`config.mk`:
```
export PLATFORM = sky130hd
export DESIGN_NAME = ram_arb_2to1_flat
export DESIGN_NICKNAME = d
export VERILOG_FILES = /design/src/rtl/ram_arb_2to1_if.sv /design/src/rtl/ram_arb_2to1.sv /design/src/flat_wrapper.sv
export SDC_FILE = /design/constraint.sdc
export NUM_CORES = 1
export LEC_CHECK = 0
export ABC_AREA = 0
export CORE_AREA = 2 2 123 125
export CTS_CLUSTER_DIAMETER = 30
export DETAILED_ROUTE_END_ITERATION = 8
export DIE_AREA = 0 0 125 127
export PLACE_DENSITY_LB_ADDON = 0.08
export SYNTH_ARGS = -nofsm -noshare
export SYNTH_HDL_FRONTEND = slang
export SYNTH_SLANG_ARGS = --single-unit
export TNS_END_PERCENT = 1
```
`constraint.sdc`:
```
create_clock -name clk_i -period 5.9 [get_ports clk_i]
set_clock_uncertainty 0.2 [all_clocks]
set_input_delay 1.475 -clock clk_i [delete_from_list [all_inputs] [get_ports clk_i]]
set_output_delay 1.475 -clock clk_i [all_outputs]
set_load 0.1 [all_outputs]
```
`src/rtl/ram_arb_2to1_if.sv`:
```
`default_nettype none
// +------------------------------------------------------------------+
// | ram_arb_2to1_if: host and RAM-port signals of the 2:1 arbiter.   |
// | Revision: 1.0                                                    |
// +------------------------------------------------------------------+
interface ram_arb_2to1_if;
   logic        h0_req_i;
   logic        h0_we_i;
   logic [3:0]  h0_be_i;
   logic [31:0] h0_addr_i;
   logic [31:0] h0_wdata_i;
   logic        h0_gnt_o;
   logic        h0_rvalid_o;
   logic [31:0] h0_rdata_o;
   logic        h0_err_o;

   logic        h1_req_i;
   logic        h1_we_i;
   logic [3:0]  h1_be_i;
   logic [31:0] h1_addr_i;
   logic [31:0] h1_wdata_i;
   logic        h1_gnt_o;
   logic        h1_rvalid_o;
   logic [31:0] h1_rdata_o;
   logic        h1_err_o;

   logic        ram_req_o;
   logic        ram_we_o;
   logic [3:0]  ram_be_o;
   logic [31:0] ram_addr_o;
   logic [31:0] ram_wdata_o;
   logic        ram_rvalid_i;
   logic [31:0] ram_rdata_i;

   modport slave (
      input  h0_req_i, h0_we_i, h0_be_i, h0_addr_i, h0_wdata_i,
      output h0_gnt_o, h0_rvalid_o, h0_rdata_o, h0_err_o,
      input  h1_req_i, h1_we_i, h1_be_i, h1_addr_i, h1_wdata_i,
      output h1_gnt_o, h1_rvalid_o, h1_rdata_o, h1_err_o,
      output ram_req_o, ram_we_o, ram_be_o, ram_addr_o, ram_wdata_o,
      input  ram_rvalid_i, ram_rdata_i
   );

   modport master (
      output h0_req_i, h0_we_i, h0_be_i, h0_addr_i, h0_wdata_i,
      input  h0_gnt_o, h0_rvalid_o, h0_rdata_o, h0_err_o,
      output h1_req_i, h1_we_i, h1_be_i, h1_addr_i, h1_wdata_i,
      input  h1_gnt_o, h1_rvalid_o, h1_rdata_o, h1_err_o,
      input  ram_req_o, ram_we_o, ram_be_o, ram_addr_o, ram_wdata_o,
      output ram_rvalid_i, ram_rdata_i
   );
endinterface
`default_nettype wire

```
`src/rtl/ram_arb_2to1.sv`:
```
`default_nettype none
// +------------------------------------------------------------------+
// | ram_arb_2to1: two-host arbiter in front of one 32-bit RAM port;  |
// | out-of-window accesses get an error response. RAM_ARB_RR_EN      |
// | selects round-robin, otherwise host 0 has fixed priority.        |
// | Revision: 1.0                                                    |
// +------------------------------------------------------------------+
module ram_arb_2to1 #(
   parameter logic [31:0] AddrBase = 32'h0010_0000,
   parameter int unsigned Depth    = 128
) (
   input  wire logic     clk_i,
   input  wire logic     rst_ni,
   ram_arb_2to1_if.slave bus
);
   localparam logic [31:0] WIN_BYTES = 32'(4 * Depth);

   logic        h0_win, h1_win, any_gnt, in_range, fwd;
   logic        sel_we;
   logic [3:0]  sel_be;
   logic [31:0] sel_addr, sel_wdata, off;
   logic        pend_vld_d, pend_vld_q;
   logic        pend_host_d, pend_host_q;
   logic        pend_err_d, pend_err_q;
   logic        prio_q;

   // Grants are gated by reset so every output reads 0 while rst_ni is low.
   always_comb begin
      h0_win = 1'b0;
      h1_win = 1'b0;
      if (rst_ni) begin
         if (bus.h0_req_i && bus.h1_req_i) begin
            h0_win = ~prio_q;
            h1_win = prio_q;
         end else begin
            h0_win = bus.h0_req_i;
            h1_win = bus.h1_req_i;
         end
      end
      any_gnt     = h0_win | h1_win;
      sel_we      = h1_win ? bus.h1_we_i    : bus.h0_we_i;
      sel_be      = h1_win ? bus.h1_be_i    : bus.h0_be_i;
      sel_addr    = h1_win ? bus.h1_addr_i  : bus.h0_addr_i;
      sel_wdata   = h1_win ? bus.h1_wdata_i : bus.h0_wdata_i;
      off         = sel_addr - AddrBase;
      in_range    = off < WIN_BYTES;
      fwd         = any_gnt & in_range;
      pend_vld_d  = any_gnt;
      pend_host_d = h1_win;
      pend_err_d  = any_gnt & ~in_range;
   end

`ifdef RAM_ARB_RR_EN
   logic prio_d;

   // After a contested grant the loser gets priority next time.
   always_comb begin
      prio_d = prio_q;
      if (bus.h0_req_i && bus.h1_req_i && any_gnt)
         prio_d = h0_win;
   end

   always_ff @(posedge clk_i or negedge rst_ni) begin
      if (!rst_ni) prio_q <= 1'b0;
      else         prio_q <= prio_d;
   end
`else
   assign prio_q = 1'b0;
`endif

   always_ff @(posedge clk_i or negedge rst_ni) begin
      if (!rst_ni) begin
         pend_vld_q  <= 1'b0;
         pend_host_q <= 1'b0;
         pend_err_q  <= 1'b0;
      end else begin
         pend_vld_q  <= pend_vld_d;
         pend_host_q <= pend_host_d;
         pend_err_q  <= pend_err_d;
      end
   end

   assign bus.h0_gnt_o    = h0_win;
   assign bus.h1_gnt_o    = h1_win;
   assign bus.ram_req_o   = fwd;
   assign bus.ram_we_o    = fwd & sel_we;
   assign bus.ram_be_o    = fwd ? sel_be    : 4'b0;
   assign bus.ram_addr_o  = fwd ? sel_addr  : 32'b0;
   assign bus.ram_wdata_o = fwd ? sel_wdata : 32'b0;

   assign bus.h0_rvalid_o = pend_vld_q & ~pend_host_q;
   assign bus.h1_rvalid_o = pend_vld_q &  pend_host_q;
   assign bus.h0_rdata_o  = (bus.h0_rvalid_o & ~pend_err_q) ? bus.ram_rdata_i : 32'b0;
   assign bus.h1_rdata_o  = (bus.h1_rvalid_o & ~pend_err_q) ? bus.ram_rdata_i : 32'b0;
   assign bus.h0_err_o    = bus.h0_rvalid_o & pend_err_q;
   assign bus.h1_err_o    = bus.h1_rvalid_o & pend_err_q;

   // The RAM must answer exactly the forwarded accesses, one cycle later.
   ram_rvalid_chk: assert property (@(posedge clk_i) disable iff (!rst_ni)
      bus.ram_rvalid_i == (pend_vld_q & ~pend_err_q));

endmodule
`default_nettype wire

```
`src/flat_wrapper.sv`:
```
// flat-port wrapper written by rule: the top's interface ports become plain ports
module ram_arb_2to1_flat 
#(
   parameter logic [31:0] AddrBase = 32'h0010_0000,
   parameter int unsigned Depth    = 128
)
  (clk_i, rst_ni, bus_h0_req_i, bus_h0_we_i, bus_h0_be_i, bus_h0_addr_i, bus_h0_wdata_i, bus_h0_gnt_o, bus_h0_rvalid_o, bus_h0_rdata_o, bus_h0_err_o, bus_h1_req_i, bus_h1_we_i, bus_h1_be_i, bus_h1_addr_i, bus_h1_wdata_i, bus_h1_gnt_o, bus_h1_rvalid_o, bus_h1_rdata_o, bus_h1_err_o, bus_ram_req_o, bus_ram_we_o, bus_ram_be_o, bus_ram_addr_o, bus_ram_wdata_o, bus_ram_rvalid_i, bus_ram_rdata_i);
  ram_arb_2to1_if bus_i ();
  input  wire logic clk_i;
  input  wire logic rst_ni;
  input wire logic [$bits(bus_i.h0_req_i)-1:0] bus_h0_req_i;
  input wire logic [$bits(bus_i.h0_we_i)-1:0] bus_h0_we_i;
  input wire logic [$bits(bus_i.h0_be_i)-1:0] bus_h0_be_i;
  input wire logic [$bits(bus_i.h0_addr_i)-1:0] bus_h0_addr_i;
  input wire logic [$bits(bus_i.h0_wdata_i)-1:0] bus_h0_wdata_i;
  output wire logic [$bits(bus_i.h0_gnt_o)-1:0] bus_h0_gnt_o;
  output wire logic [$bits(bus_i.h0_rvalid_o)-1:0] bus_h0_rvalid_o;
  output wire logic [$bits(bus_i.h0_rdata_o)-1:0] bus_h0_rdata_o;
  output wire logic [$bits(bus_i.h0_err_o)-1:0] bus_h0_err_o;
  input wire logic [$bits(bus_i.h1_req_i)-1:0] bus_h1_req_i;
  input wire logic [$bits(bus_i.h1_we_i)-1:0] bus_h1_we_i;
  input wire logic [$bits(bus_i.h1_be_i)-1:0] bus_h1_be_i;
  input wire logic [$bits(bus_i.h1_addr_i)-1:0] bus_h1_addr_i;
  input wire logic [$bits(bus_i.h1_wdata_i)-1:0] bus_h1_wdata_i;
  output wire logic [$bits(bus_i.h1_gnt_o)-1:0] bus_h1_gnt_o;
  output wire logic [$bits(bus_i.h1_rvalid_o)-1:0] bus_h1_rvalid_o;
  output wire logic [$bits(bus_i.h1_rdata_o)-1:0] bus_h1_rdata_o;
  output wire logic [$bits(bus_i.h1_err_o)-1:0] bus_h1_err_o;
  output wire logic [$bits(bus_i.ram_req_o)-1:0] bus_ram_req_o;
  output wire logic [$bits(bus_i.ram_we_o)-1:0] bus_ram_we_o;
  output wire logic [$bits(bus_i.ram_be_o)-1:0] bus_ram_be_o;
  output wire logic [$bits(bus_i.ram_addr_o)-1:0] bus_ram_addr_o;
  output wire logic [$bits(bus_i.ram_wdata_o)-1:0] bus_ram_wdata_o;
  input wire logic [$bits(bus_i.ram_rvalid_i)-1:0] bus_ram_rvalid_i;
  input wire logic [$bits(bus_i.ram_rdata_i)-1:0] bus_ram_rdata_i;
  assign bus_i.h0_req_i = bus_h0_req_i;
  assign bus_i.h0_we_i = bus_h0_we_i;
  assign bus_i.h0_be_i = bus_h0_be_i;
  assign bus_i.h0_addr_i = bus_h0_addr_i;
  assign bus_i.h0_wdata_i = bus_h0_wdata_i;
  assign bus_h0_gnt_o = bus_i.h0_gnt_o;
  assign bus_h0_rvalid_o = bus_i.h0_rvalid_o;
  assign bus_h0_rdata_o = bus_i.h0_rdata_o;
  assign bus_h0_err_o = bus_i.h0_err_o;
  assign bus_i.h1_req_i = bus_h1_req_i;
  assign bus_i.h1_we_i = bus_h1_we_i;
  assign bus_i.h1_be_i = bus_h1_be_i;
  assign bus_i.h1_addr_i = bus_h1_addr_i;
  assign bus_i.h1_wdata_i = bus_h1_wdata_i;
  assign bus_h1_gnt_o = bus_i.h1_gnt_o;
  assign bus_h1_rvalid_o = bus_i.h1_rvalid_o;
  assign bus_h1_rdata_o = bus_i.h1_rdata_o;
  assign bus_h1_err_o = bus_i.h1_err_o;
  assign bus_ram_req_o = bus_i.ram_req_o;
  assign bus_ram_we_o = bus_i.ram_we_o;
  assign bus_ram_be_o = bus_i.ram_be_o;
  assign bus_ram_addr_o = bus_i.ram_addr_o;
  assign bus_ram_wdata_o = bus_i.ram_wdata_o;
  assign bus_i.ram_rvalid_i = bus_ram_rvalid_i;
  assign bus_i.ram_rdata_i = bus_ram_rdata_i;
  ram_arb_2to1 #(.AddrBase(AddrBase), .Depth(Depth)) u_core (.clk_i(clk_i), .rst_ni(rst_ni), .bus(bus_i));
endmodule
```
==> Word level (Yosys, flattened, before mapping) <==
Index checks and enable logic that the tools add are counted.
{ "word_totals": {"reg_bits": 3, "latch_bits": 0, "ramBits": 0, "rom_bits": 0, "output_inout_bits": 140, "elab_cells": 32, "n_memories": 0} }
{ "classes": {"n_addsub": 1, "mul": 0, "div": 0, "n_lt_le_gt_ge": 1, "n_eq_ne": 0, "shift": 0, "muxes": 13, "bitwise": 13, "reduce_logical": 1} }
{ "op_table": {"columns": ["operator", "count"], "rows": [
  ["$mux W32", 6],
  ["$lt A32 B10 Y1 const B", 1],
  ["$sub A32 B21 Y32 const B", 1],
  ["$and A1 B1 Y1", 9],
  ["$mux W4", 2],
  ["$mux W1", 5],
  ["$not A1 Y1", 3],
  ["$logic_and A1 B1 Y1", 1],
  ["$or A1 B1 Y1", 1]
]} }

==> Depth between registers and ports, before layout <==
{ "depth": {"ltp_word": 8, "depth_mapped": 8, "ltp_nobuf": 6} }

==> Worst setup path after synthesis <==
Ideal clock, no wire load.
{ "synth_path": {"kind": "input -> output", "start": "input bus_h0_addr_i[24]", "end": "output bus_ram_addr_o[20]", "arrival_time_ns": 5.803, "t_required_ns": 4.225, "slack_ns": -1.578, "stages": 5, "n_path_buf": 1, "path_cell_list": "or4_4 -> nor4_1 -> o221ai_2 -> buf_6 -> nor4b_1"} }
{ "synth_via": {"elab_chain_cells": 5} }
{ "synth_lines": {"columns": ["element", "line", "rtl"], "rows": [
  ["start, declared", "flat_wrapper.sv:14", "input wire logic [$bits(bus_i.h0_addr_i)-1:0] bus_h0_addr_i;"],
  ["$mux W32", "ram_arb_2to1.sv:43", "sel_addr = h1_win ? bus.h1_addr_i : bus.h0_addr_i;"],
  ["$sub A32 B21 Y32", "ram_arb_2to1.sv:45", "off = sel_addr - AddrBase;"],
  ["$lt A32 B10 Y1", "ram_arb_2to1.sv:46", "in_range = off < WIN_BYTES;"],
  ["$and A1 B1 Y1", "ram_arb_2to1.sv:47", "fwd = any_gnt & in_range;"],
  ["$mux W32", "ram_arb_2to1.sv:88", "assign bus.ram_addr_o = fwd ? sel_addr : 32'b0;"],
  ["end, declared", "flat_wrapper.sv:32", "output wire logic [$bits(bus_i.ram_addr_o)-1:0] bus_ram_addr_o;"]
]} }
No other way between the ends.

==> Final worst setup path <==
{ "layout_path": {"start": "input bus_h1_addr_i[22]", "end": "output bus_ram_addr_o[6]"} }
{ "layout_via": {"elab_chain_cells": 5} }
{ "layout_lines": {"columns": ["element", "line", "rtl"], "rows": [
  ["start, declared", "flat_wrapper.sv:23", "input wire logic [$bits(bus_i.h1_addr_i)-1:0] bus_h1_addr_i;"],
  ["$mux W32", "ram_arb_2to1.sv:43", null],
  ["$sub A32 B21 Y32", "ram_arb_2to1.sv:45", null],
  ["$lt A32 B10 Y1", "ram_arb_2to1.sv:46", null],
  ["$and A1 B1 Y1", "ram_arb_2to1.sv:47", null],
  ["$mux W32", "ram_arb_2to1.sv:88", null]
]} }
No other way between the ends.

==> metrics.md <==
| Metric | Value |
|---|---|
| Status | `finished clean` |
| Synth Cell Area | `2280 µm²` |
| Sequential area share after synthesis | `3.29%` |
| Share of cells above drive strength 1 | `27.2%` |
| Cell Rows | `44` |
| Area share of the largest cell type after synthesis | `30.7%` |
| Synth-to-Final Area Change | `160%` |
| Layout net count | `855` |
| CP Cell Sequence | `clkdlybuf4s50_1 > or4_4 > nor3_2 > mux2i_1 > a221oi_4 > buf_12 > nor4_2 > buf_12` |
| Max Freq | `0.175 GHz` |
| Port buffer count | `291` |
| Initial Utilization | `15.8%` |
| CTS sink cnt | `3` |
| Post-CTS Resized | `0` |
| Total Power | `0.539 mW` |
| Vias in the first global route | `3519` |
| Finished Core Util | `41.1%` |
| Primary FF master, synth | `dfrtp_1` |
| Per-cell routed wire length | `14.8 µm` |
| # H-tree levels | `1` |
| Vias per cell | `4.23` |
| Via count | `3649` |
| Final RePlAce weighted congestion | `0.898` |
| Die Wd | `125 µm` |
| Max-slew violations | `0` |
| Remaining antenna violation count | `0` |
| Top Layer Used | `met4` |
| Final setup vio count | `0` |
| FF/Latch Area | `75.1 µm²` |
| Post-Syn Instances | `409` |
| Synth Register Bits | `3` |
| Max Cap Viol | `0` |
| Pin count of the biggest net entering global routing | `50` |
| Hold_buf cts | `0` |
| TritonCTS buffer count | `3` |
| DRC | `0` |
| Final Cycle Share | `97.1%` |
| Final instance area | `5930 µm²` |
| Measured slew at the worst slew-check pin | `0.985 ns` |
| Total Wirelength | `12800 µm` |
| Fillcell total | `1500` |
| Worst vdd ir | `48.6 µV` |
| I/O pin count | `315` |
| Initial antenna violation count | `0` |
| Post-synth EDFFs | `0` |
| Met3 wire len | `1140 µm` |
| HP Class | `in -> async` |
| # diodes | `0` |
| DRT iter0 DRCs | `97` |
| Synth unique cells | `35` |
| Met1 WL | `4530 µm` |
| Post-CTS Setup Bufs | `0` |
| CP Launch Type | `input pin` |
| Area leader, netlist | `nand2_1` |
| Chip height | `127 µm` |
| Area of the multi-input gates | `2160 µm²` |
| Clock root cell | `clkbuf_16` |
| DRT Pass-1 Iters | `4` |
| Slew margin rel. | `34.1%` |
| Type of element capturing the critical path | `output pin` |
| RSZ-0062 raised after global routing | `no` |
| PD cells | `90.9 nW/µm²` |
| Ys async rst share | `100%` |
| CTS tree | `done` |
| First-pass GRT wire length | `19200 µm` |
| Worst-path clk slew | `0.03 ns` |
| Critical path data arrival time | `4.05 ns` |
| Core box area | `14400 µm²` |
| Post-place instance area | `5850 µm²` |
| Synth Warn # | `0` |
| Final hold violations | `0` |
| Worst hold margin | `1.34 ns` |
| Die area | `15900 µm²` |
| Max Root-Sink Buffers | `2` |
| Synth area leaders | `nand2_1 (31%), and2_1 (18%), nor4_2 (11%)` |
| Crit-path max FO | `49` |
| Min cycle time layout | `5.73 ns` |
| Most used cell, CP | `buf_12` |
| Gr ovfl total | `0` |
| Worst EP required | `4.22 ns` |
| CP Class | `in -> out` |
| CP bufs+invs | `3` |
| Mapped Avg Cell Area | `5.58 µm²` |
| Leak | `2.43 nW` |
| CP max stage cell | `or4_4` |
| Hpwl dp | `10600 µm` |
| Cell family with most CP delay | `simple AND/OR/NAND/NOR gates` |
| Met2 wire len | `6880 µm` |
| GRT Total Usage | `15.0%` |
| Max stage delay on crit path | `0.54 ns` |
==> cell usage in the layout (no fill, tap or decap), drive strengths merged, types with 2 or more instances in the layout <==
master,Yosys,layout
conb,1,22
clkbuf,24,4
nor2b,3,3
nor4,52,52
buf,34,126
nor4b,4,4
and2,67,67
inv,2,2
o21a,2,2
dfrtp,3,3
nand2,187,187
or4,3,3
nor3,6,6
o221ai,2,2
nand3,2,2
nor2,5,5
clkdlybuf4s50,0,177
==> sequential cells by signal, summed over array words and instances (netlist names) <==
register and flops:
u_core.pend_vld_q 1, u_core.pend_err_q 1, u_core.pend_host_q 1
==> layout make-up <==
cell class / count / area share, %
clock buffers: 4 / 1.33
inverters: 2 / 0.127
multi-input cells: 367 / 36.4
flip-flops and latches: 3 / 1.27
well taps: 184 / 3.88
repair buffers: 303 / 57.0
==> layer usage <==
| layer | up-vias | global-route usage, % |
|---|---|---|
| li1 | 1841 | - |
| met1 | 1611 | 15.5 |
| met2 | 182 | 30.1 |
| met3 | 15 | 3.52 |
| met4 | 0 | 3.73 |
| met5 | - | 0 |
==> power by group <==
| part | total (mW) | switching [mW] | internal, mW |
|---|---|---|---|
| Clock | 0.108 | 0.0188 | 0.0892 |
| Sequential | 0.0226 | 0.000765 | 0.0219 |
| Combinational | 0.408 | 0.257 | 0.152 |
| Total | 0.539 | 0.276 | 0.263 |
==> synthesized netlist by cell type, types with 4 or more instances <==
master / instances
nor2_1: 5
buf_6: 4
and2_1: 67
nor3_1: 5
buf_2: 5
nor4b_1: 4
clkbuf_1: 24
buf_4: 23
nor4_1: 32
nor4_2: 20
nand2_1: 187
==> logic make-up after synthesis <==
family | after synthesis | synth area share (%)
AO/OA/AOI/OAI | 9 | 3.62
flip-flops | 3 | 3.29
multiplexers | 1 | 0.438
other | 1 | 0.164
XOR/XNOR | 1 | 0.384
buffers and inverters | 60 | 15.2
AND/OR/NAND/NOR | 334 | 76.9
==> final timing paths <==
| check | startpoint | endpoint | cells after the start |
|---|---|---|---|
| min in group clk_i | bus_h1_addr_i[15] | u_core.pend_err_q$_DFF_PN0_ | 6 |
| max in group asynchronous | rst_ni | u_core.pend_err_q$_DFF_PN0_ | 2 |
| worst min-delay path | rst_ni | u_core.pend_vld_q$_DFF_PN0_ | 2 |
| worst max-delay path | bus_h1_addr_i[22] | bus_ram_addr_o[6] | 8 |
==> metrics by stage <==
step | worst slack [ns] | instances | TNS, ns
2_1_floorplan | -0.603 | 430 | -14.87
3_3_place_gp | 0.224 | 859 | 0
3_5_place_dp | 0.163 | 859 | 0
4_1_cts | 0.153 | 863 | 0
5_1_grt | 0.0911 | 863 | 0
6_report | 0.172 | 863 | 0
Power figures use the tool's default switching activity.
